**config.mk**
```make
export PLATFORM = sky130hd
export DESIGN_NAME = mem_arbiter
export DESIGN_NICKNAME = d
export VERILOG_FILES = /design/src/rtl/cpu_types_pkg.sv /design/src/rtl/mem_arbiter.sv
export SDC_FILE = /design/constraint.sdc
export NUM_CORES = 1
export LEC_CHECK = 0
export ABC_AREA = 0
export ABC_CLOCK_PERIOD_IN_PS = 1600
export CAP_MARGIN = 10
export CORE_AREA = 2 2 104 106
export CTS_BUF_LIST = sky130_fd_sc_hd__clkbuf_4
export CTS_CLUSTER_SIZE = 25
export DETAILED_ROUTE_END_ITERATION = 10
export DIE_AREA = 0 0 106 108
export RECOVER_POWER = 100
export SYNTH_ARGS = -nofsm -noshare
export SYNTH_HDL_FRONTEND = slang
export SYNTH_SLANG_ARGS = --single-unit
```
**constraint.sdc**
```tcl
create_clock -name CLK -period 1.6 [get_ports CLK]
set_input_delay 0.32 -clock CLK [delete_from_list [all_inputs] [get_ports CLK]]
set_output_delay 0.32 -clock CLK [all_outputs]
set_load 0.02 [all_outputs]
```
**src/rtl/cpu_types_pkg.sv**
```systemverilog
// Shared bus types for the ccif cache/memory interface.
package cpu_types_pkg;

    typedef logic [31:0] word_t;

    typedef enum logic [1:0] {
        FREE   = 2'd0,
        BUSY   = 2'd1,
        ACCESS = 2'd2,
        ERROR  = 2'd3
    } ramstate_t;

    typedef enum logic [1:0] {
        IDLE   = 2'd0,
        D_BUSY = 2'd1,
        D_GAP  = 2'd2,
        I_BUSY = 2'd3
    } arbState;

endpackage

```
**src/rtl/mem_arbiter.sv**
```systemverilog
// Grants the single-port RAM to dcache or icache, keeping dcache block pairs intact
// and using a one-bit fairness flag so the icache cannot be starved by flushes.
module mem_arbiter
    import cpu_types_pkg::*;
#(
    parameter int ADDR_W = 32,
    parameter int DATA_W = 32
) (
    input  logic              CLK,
    input  logic              nRST,
    input  logic              dREN,
    input  logic              dWEN,
    input  logic [ADDR_W-1:0] daddr,
    input  logic [DATA_W-1:0] dstore,
    output logic              dwait,
    output logic [DATA_W-1:0] dload,
    input  logic              iREN,
    input  logic [ADDR_W-1:0] iaddr,
    output logic              iwait,
    output logic [DATA_W-1:0] iload,
    output logic              ramREN,
    output logic              ramWEN,
    output logic [ADDR_W-1:0] ramaddr,
    output logic [DATA_W-1:0] ramstore,
    input  logic [DATA_W-1:0] ramload,
    input  ramstate_t         ramstate
);

    arbState state_q, state_d;
    logic    dcnt_q, dcnt_d;
    logic    favor_q, favor_d;
    logic    dreq;

    assign dreq = dREN | dWEN;

    always_comb begin
        state_d  = state_q;
        dcnt_d   = dcnt_q;
        favor_d  = favor_q;
        dwait    = 1'b1;
        iwait    = 1'b1;
        dload    = '0;
        iload    = '0;
        ramREN   = 1'b0;
        ramWEN   = 1'b0;
        ramaddr  = '0;
        ramstore = '0;

        case (state_q)
            IDLE: begin
                if (favor_q && iREN) begin
                    state_d = I_BUSY;
                end else if (dreq) begin
                    state_d = D_BUSY;
                end else if (iREN) begin
                    state_d = I_BUSY;
                end
            end

            D_BUSY: begin
                ramaddr  = daddr;
                ramstore = dstore;
                ramWEN   = dWEN;
                ramREN   = dREN & ~dWEN;
                if (!dreq) begin
                    // Request abandoned before the RAM finished: drop the block.
                    state_d = IDLE;
                    dcnt_d  = 1'b0;
                end else if (ramstate == ACCESS) begin
                    dwait = 1'b0;
                    dload = dWEN ? '0 : ramload;
                    if (!dcnt_q) begin
                        dcnt_d  = 1'b1;
                        state_d = D_GAP;
                    end else begin
                        dcnt_d  = 1'b0;
                        favor_d = iREN;
                        state_d = IDLE;
                    end
                end
            end

            D_GAP: begin
                if (dreq) begin
                    state_d = D_BUSY;
                end else begin
                    dcnt_d  = 1'b0;
                    state_d = IDLE;
                end
            end

            I_BUSY: begin
                ramaddr = iaddr;
                ramREN  = 1'b1;
                if (!iREN) begin
                    state_d = IDLE;
                end else if (ramstate == ACCESS) begin
                    iwait   = 1'b0;
                    iload   = ramload;
                    favor_d = 1'b0;
                    state_d = IDLE;
                end
            end

            default: state_d = IDLE;
        endcase
    end

    always_ff @(posedge CLK or negedge nRST) begin
        if (!nRST) begin
            state_q <= IDLE;
            dcnt_q  <= 1'b0;
            favor_q <= 1'b0;
        end else begin
            state_q <= state_d;
            dcnt_q  <= dcnt_d;
            favor_q <= favor_d;
        end
    end

endmodule

```
==> results.md, run 1 <==
* Antenna-violating nets left at 0
* Final Slew Violations at 0
* CTS Buffer Depth at 2
* H-tree Lvls at 1
* Met3 routed WL at just over 900 um
* CTS buffer count at 3
* Area of the core at slightly above 10000 um2
* Cell taking the most area after synthesis: and2_1
* Crit-path max cell delay at ~0.46 ns
* Yosys warning count at 0
* Pre-antenna DRT Iters at 4
* DP Worst Slack at -0.8677 ns
* Area of the multi-input gates at 1574 um2
* Crit path max fanout at 8
* Flop2flop setup slack at roughly 0.08 ns
* DRC Markers at 0
* Cell Pwr Density at about 1100 nW/um2
* Row cnt at 37
* Synth cell count leaders: and2_1 (97), nor2_1 (38), mux2i_1 (32), buf_4 (8), clkbuf_1 (6)
* Setup WS post-layout at -0.2829 ns
* Synth Area in Simple Gates at between 50 and 60%
* MaxCap Viol Count at 0
* Via-per-instance ratio at around 4.2
* Share of layout cells above drive strength 1 at 58.57%
* Clock root buffer: clkbuf_4
* Post-DP HPWL at ~7 mm
* M1 WL at 3.358 mm
* # diodes at 0
* Crit path DAT at about 1.6 ns
* Post-Syn Area at between 1000 and 1500 um2
* Slew headroom at a little over four fifths
* GP Congestion at around 0.78
* Yosys reg bits at 4
* Area occupied by registers at about 100 um2
* Sink Count at 4
* Die width at around 110 um
* Worst Path Class, Setup: flip-flop to primary output
* Failing checks: negative setup slack
* Initial antenna violation count at 0
* Fillers at 929
* Critical Path End Type: primary output
* RR Startpoint: state_q[0]$_DFFE_PN0P_
* CP startpoint kind: flip-flop
* Top post-synthesis cells by area: and2_1 (41%), mux2i_1 (22%), nor2_1 (9.7%)
* Fin crit period at 1.883 ns
* Grt ovf at 0
* Finish-stage setup viols at about 130
* Number of flops mapped to enable cells by yosys at 0
* CTS tree: built
* Ratio of final minimum period to clock period at 117.7%
* IO Pins at 267
* Synth Area in Adders at 0%
* Fmax achieved at roughly 530 MHz
* DR iter-0 viols at 73
* Sequential area share after synthesis at between 6 and 7%
* Top Layer Used: met4
* Leakage at 2.484 nW
* Clk Latency, worst-skew pair at between 0.2 and 0.25 ns
* GRT Util Overall at ~15%
* Final Hold Fails at 0
* Die area at 11450 um2
* Run status: finished with violations
* Slowest CP cell: dfrtp_2
* CP required at around 1.3 ns
* Clock skew at around 0.014 ns
* R2R Path End: state_q[1]$_DFFE_PN0P_
* Avg Inst Size Synth at ~6.8 um2
* Final nets at between 600 and 700
* Via count at 2783
* Cells along the critical path: nor2b_4 > and3_4 > buf_6 > clkbuf_16 > and2_1 > buf_4
* Dominant synthesized flop cell: dfrtp_1
* RSZ-0062 raised after global routing: true
* Total Power at just under 6 mW
* Top-count cell post-synth: and2_1
* Area grow syn2layout at 261.1%
* Post-synthesis mux area share at roughly 22%
* Worst r2r path cells at 5
* Post-synthesis compound-gate area fraction at approximately 7.0%
* Min Hold Slack at between 0.3 and 0.4 ns
* Wire length per cell at between 15 and 20 um
* Wirelength, routed at slightly above 10 mm
* Met2 WL at ~5.7 mm
* Top cell type's share of synthesized area at 41.07%
* Synth Area in XOR/XNOR at 0%
* Max VDD drop at roughly 0.00073 V
* I/O Buffers at about 270
* Vias in the first global route at between 2000 and 3000
* Initial Util at between 10% and 20%
* Largest net degree at the start of global routing at 34
* Worst-path clk slew at 0.05 ns
* Gate Count Post-Synth at 218
* Asr flop ratio synth at between 90% and 100%
* Die Span Y at about 110 um
* First-pass GRT wire length at approximately 14 mm
* Hold WC Path Type: input port to asynchronous set/reset pin
* Slew @ Worst Pin at 0.2392 ns
* Post-CTS Hold Buffers at 0
* Post-synth net total at around 350
* Largest family of logic cells by synthesized area: simple AND/OR/NAND/NOR gates
* Count of different cell masters after synthesis at 27
power by group:
group / internal [mW] / leakage (nW) / switching, mW
sequential: 0.156 / 0.0454 / 0.0738
combinational: 3.02 / 2.42 / 2.41
clock: 0.111 / 0.0184 / 0.0453
worst max-delay path, delay by kind of cell, from the launching register on:
family	cells	cell delay [ns]
buffers and inverters	3	0.39
and+or+nand+nor	3	0.47
DFF	1	0.46
worst max-delay path by stage:
stage | startpoint | to | slack [ns] | cells past startpoint
6_report | state_q[1]$_DFFE_PN0P_ | dload[9] | -0.28 | 6
3_3_place_gp | dREN | dload[31] | -0.87 | 6
3_5_place_dp | dREN | dload[25] | -0.87 | 6
2_1_floorplan | state_q[1]$_DFFE_PN0P_ | ramaddr[0] | 0.05 | 5
5_1_grt | state_q[1]$_DFFE_PN0P_ | dload[9] | -0.33 | 6
4_1_cts | state_q[1]$_DFFE_PN0P_ | ramaddr[0] | -0.34 | 5
flip-flops by register name, indices dropped and copies added (netlist names):
signal and cells:
dcnt_q 1, state_q 2, favor_q 1
final cells by class:
cell class / count / share of cell area, %
well taps: 136 / 3.189
repair buffers: 327 / 64.62
inverters: 2 / 0.2110
flip-flops and latches: 4 / 1.923
multi-input cells: 194 / 29.50
clock buffers: 4 / 0.5627
logic make-up after synthesis:
logic type	after synthesis
AOI/OAI and AO/OA	14
buffers and inverters	20
DFF	4
muxes	32
and+or+nand+nor	148
through the flow:
stage	cells	setup TNS [ns]	instance area [um2]	utilization, %
after floorplan	218	0	1478	-
after global placement	623	-72.70	4383	42.84
after detailed placement	623	-73.52	4383	42.84
after CTS	652	-27.28	4747	46.40
after global routing	667	-34.89	5336	52.16
final	667	-27.07	5336	52.16
per-layer routing:
layer  GRT usage [%]  vias to the layer above
met1           13.80                     1275
li1                -                     1338
met3           4.702                       12
met4           3.008                        0
met2           31.20                      158
met5               0                        -
timing repair:
item                       CTS  global route
setup buffers               19            13
resized for setup          703           209
cloned                       6             6
pin swaps                   27            13
setup endpoints to repair  132           132
layout by cell type, fill, tap and decap left out, types with 2 or more instances in the layout:
| cell | synthesis | final |
|---|---|---|
| nor2_4 | 0 | 2 |
| dlygate4sd2_1 | 0 | 5 |
| clkdlybuf4s50_1 | 0 | 128 |
| nor2_1 | 38 | 29 |
| nor2b_4 | 1 | 3 |
| and2_1 | 97 | 4 |
| o21ai_1 | 1 | 2 |
| clkbuf_4 | 0 | 4 |
| dfrtp_1 | 4 | 2 |
| nor2_2 | 0 | 7 |
| buf_4 | 8 | 50 |
| and2_4 | 0 | 93 |
| o31ai_1 | 2 | 2 |
| buf_6 | 1 | 119 |
| buf_2 | 0 | 7 |
| mux2i_1 | 32 | 32 |
| a2bb2oi_1 | 2 | 2 |
| or4_1 | 2 | 2 |
| buf_8 | 0 | 2 |
| o211ai_1 | 2 | 2 |
| buf_12 | 0 | 9 |
| dfrtp_2 | 0 | 2 |
| nand2b_4 | 0 | 2 |
| o21ai_0 | 3 | 2 |
| clkbuf_16 | 0 | 5 |
No activity file was read; power rests on OpenSTA's default activity.
==> run 2: changes to the inputs <==
- ABC_CLOCK_PERIOD_IN_PS: 1600 -> 2320
- CORE_AREA: 2 2 104 106 -> 2 2 102 104
- DIE_AREA: 0 0 106 108 -> 0 0 104 106
- clock period: 1.6 -> 2.32 ns (I/O delays scaled with it)
==> run 2 against run 1 <==
Net effect: the run now ends clean; core utilization shrank 15 points; non-clock buffer count shrank 47; sequential share of layout area grew 0.77 points; cell count shrank 7.0%; power shrank 56%; critical path depth is the same; cell area shrank 30%; setup slack gained 0.36 ns; sequential power shrank 37%.
==> results.md, run 2 (synthesized netlist as in run 1, its figures left out) <==
* Run status: finished clean
* Final Slew Violations at 0
* Leading cell type in the layout, fill and taps excluded: clkdlybuf4s50_1
* Die area at approximately 11000 um2
* Final nets at 620
* Wire length per cell at around 14 um
* Crit path max fanout at 32
* Crit path launch: dREN
* Met3 routed WL at 808 um
* Wirelength, routed at between 8 and 9 mm
* Ratio of final minimum period to clock period at 96.76%
* DRC Markers at 0
* Top Layer Used: met4
* Clk Latency, worst-skew pair at ~0.24 ns
* CTS buffer count at 3
* IO Pins at ~270
* Slew @ Worst Pin at between 0.5 and 0.6 ns
* CP startpoint kind: input port
* Initial antenna violation count at 0
* Post-DP HPWL at roughly 7 mm
* Area of the core at between 9000 and 10000 um2
* Slew headroom at 64.50%
* Cell Pwr Density at ~680 nW/um2
* RSZ-0062 raised after global routing: false
* Fin crit period at 2.245 ns
* Crit-path max cell delay at roughly 0.48 ns
* Area after DPL at ~4300 um2
* WP buf/inv at 3
* CP delay by family, top: buffers and inverters
* CTS Buffer Depth at 2
* Fillers at roughly 1100
* Worst Path Class, Setup: input port to primary output
* Row cnt at 37
* Commonest cells after routing, fill and taps aside: clkdlybuf4s50_1 (132), and2_1 (92), clkbuf_2 (58)
* Grt ovf at 0
* Regs by FF count: state_q (2), dcnt_q (1), favor_q (1)
* Vias in the first global route at approximately 2500
* Area grow syn2layout at 154.4%
* Worst-path clk slew at approximately 0.040 ns
* Sum Neg Setup Slack at 0 ns
* M1 WL at 3.102 mm
* Leakage at 1.719 nW
* Initial Util at 14.78%
* H-tree Lvls at 1
* Die width at 104 um
* Finish-stage setup viols at 0
* Clock root buffer: clkbuf_4
* Cells along the critical path: clkdlybuf4s50_1 > nor2b_2 > and3_4 > buf_12 > and2_1 > buf_2
* Crit path DAT at around 1.8 ns
* RR Startpoint: state_q[1]$_DFFE_PN0P_
* GP Congestion at between 0.8 and 0.9
* Max reg flops at 2
* Pre-antenna DRT Iters at 4
* Area of the multi-input gates at 1296 um2
* Share of layout cells above drive strength 1 at 19.01%
* Fmax achieved at about 450 MHz
* MaxCap Viol Count at 0
* CTS tree: built
* Clock skew at 0.001422 ns
* DR iter-0 viols at 45
* Die Span Y at ~110 um
* Area occupied by registers at between 100 and 150 um2
* Max VDD drop at approximately 0.00032 V
* Final Hold Fails at 0
* Hold WC Path Type: input port to asynchronous set/reset pin
* Critical Path End Type: primary output
* Via-per-instance ratio at 4.105
* First-pass GRT wire length at 12.26 mm
* # diodes at 0
* GRT Util Overall at approximately 14%
* Largest net degree at the start of global routing at 35
* Met2 WL at ~4.5 mm
* Via count at between 2000 and 3000
* Finished Cell Area at between 3000 and 4000 um2
* Sink Count at 4
* CP required at 1.86 ns
* I/O Buffers at 266
* Antenna-violating nets left at 0
* Largest register by flop count: state_q
* Slowest CP cell: clkdlybuf4s50_1
## run 2: cell count changes in the layout (fill, tap and decap cells not counted), moves of 5 or more
cell,change
buf_6,-119
and2_4,-93
and2_1,+88
clkbuf_2,+58
clkbuf_1,+55
buf_4,-42
nor2_1,+8
nor2_2,-7
buf_12,-6
and2_0,+5
## run 2: metal layers
layer,track usage (%),vias to the layer above
met1,13.18,1126
met3,5.518,6
met5,0,-
met4,2.413,0
li1,-,1241
met2,26.83,172
## run 2: cell type report
class	instances	share of cell area [%]
repair buffers	280	57.29
flip-flops and latches	4	2.696
well taps	136	4.527
multi-input cells	194	34.49
clock buffers	4	0.7989
inverters	2	0.1997
## run 2: through the flow
step	setup slack (ns)	instances	power (mW)	util, %	hold WS, ns
6_report	0.07515	620	2.550	37.59	0.4968
5_1_grt	0.004482	620	2.721	37.59	0.5009
4_1_cts	0.002203	619	3.060	42.64	0.4239
3_5_place_dp	-0.4265	615	2.973	43.48	0.5700
3_3_place_gp	-0.3941	615	2.974	43.48	0.5577
2_1_floorplan	0.5778	218	1.617	-	0.1684
## run 2: final timing paths
| kind | endpoint | slack, ns | cells after the start |
|---|---|---|---|
| min in group CLK | favor_q$_DFFE_PN0P_ | 0.58 | 2 |
| hold reg to reg | favor_q$_DFFE_PN0P_ | 0.58 | 2 |
| max in group asynchronous | state_q[1]$_DFFE_PN0P_ | 1.63 | 1 |
| hold / removal | favor_q$_DFFE_PN0P_ | 0.50 | 1 |
| setup reg to reg | state_q[1]$_DFFE_PN0P_ | 0.80 | 4 |
| setup / recovery | dload[2] | 0.08 | 6 |
## run 2: report_power, final
group / switching, mW / internal, mW / total (mW) / leakage [nW]
combinational: 1.39 / 0.906 / 2.29 / 1.65
sequential: 0.0407 / 0.106 / 0.146 / 0.0462
clock: 0.0356 / 0.0767 / 0.112 / 0.0184
## run 2: timing repair
action / in CTS / in global routing
hold endpoints to repair: 0 / 0
buffers inserted: 0 / 0
hold buffers: 0 / 0
endpoints found under the setup margin: 99 / 86
gates resized for setup: 242 / 97
pin swaps: 1 / 0
cloned: 0 / 1
==> run 3: changes to the inputs <==
- CAP_MARGIN: 10 -> default
==> results of run 3 <==
The final DEF is identical to that of run 2; final timing and power are the same.
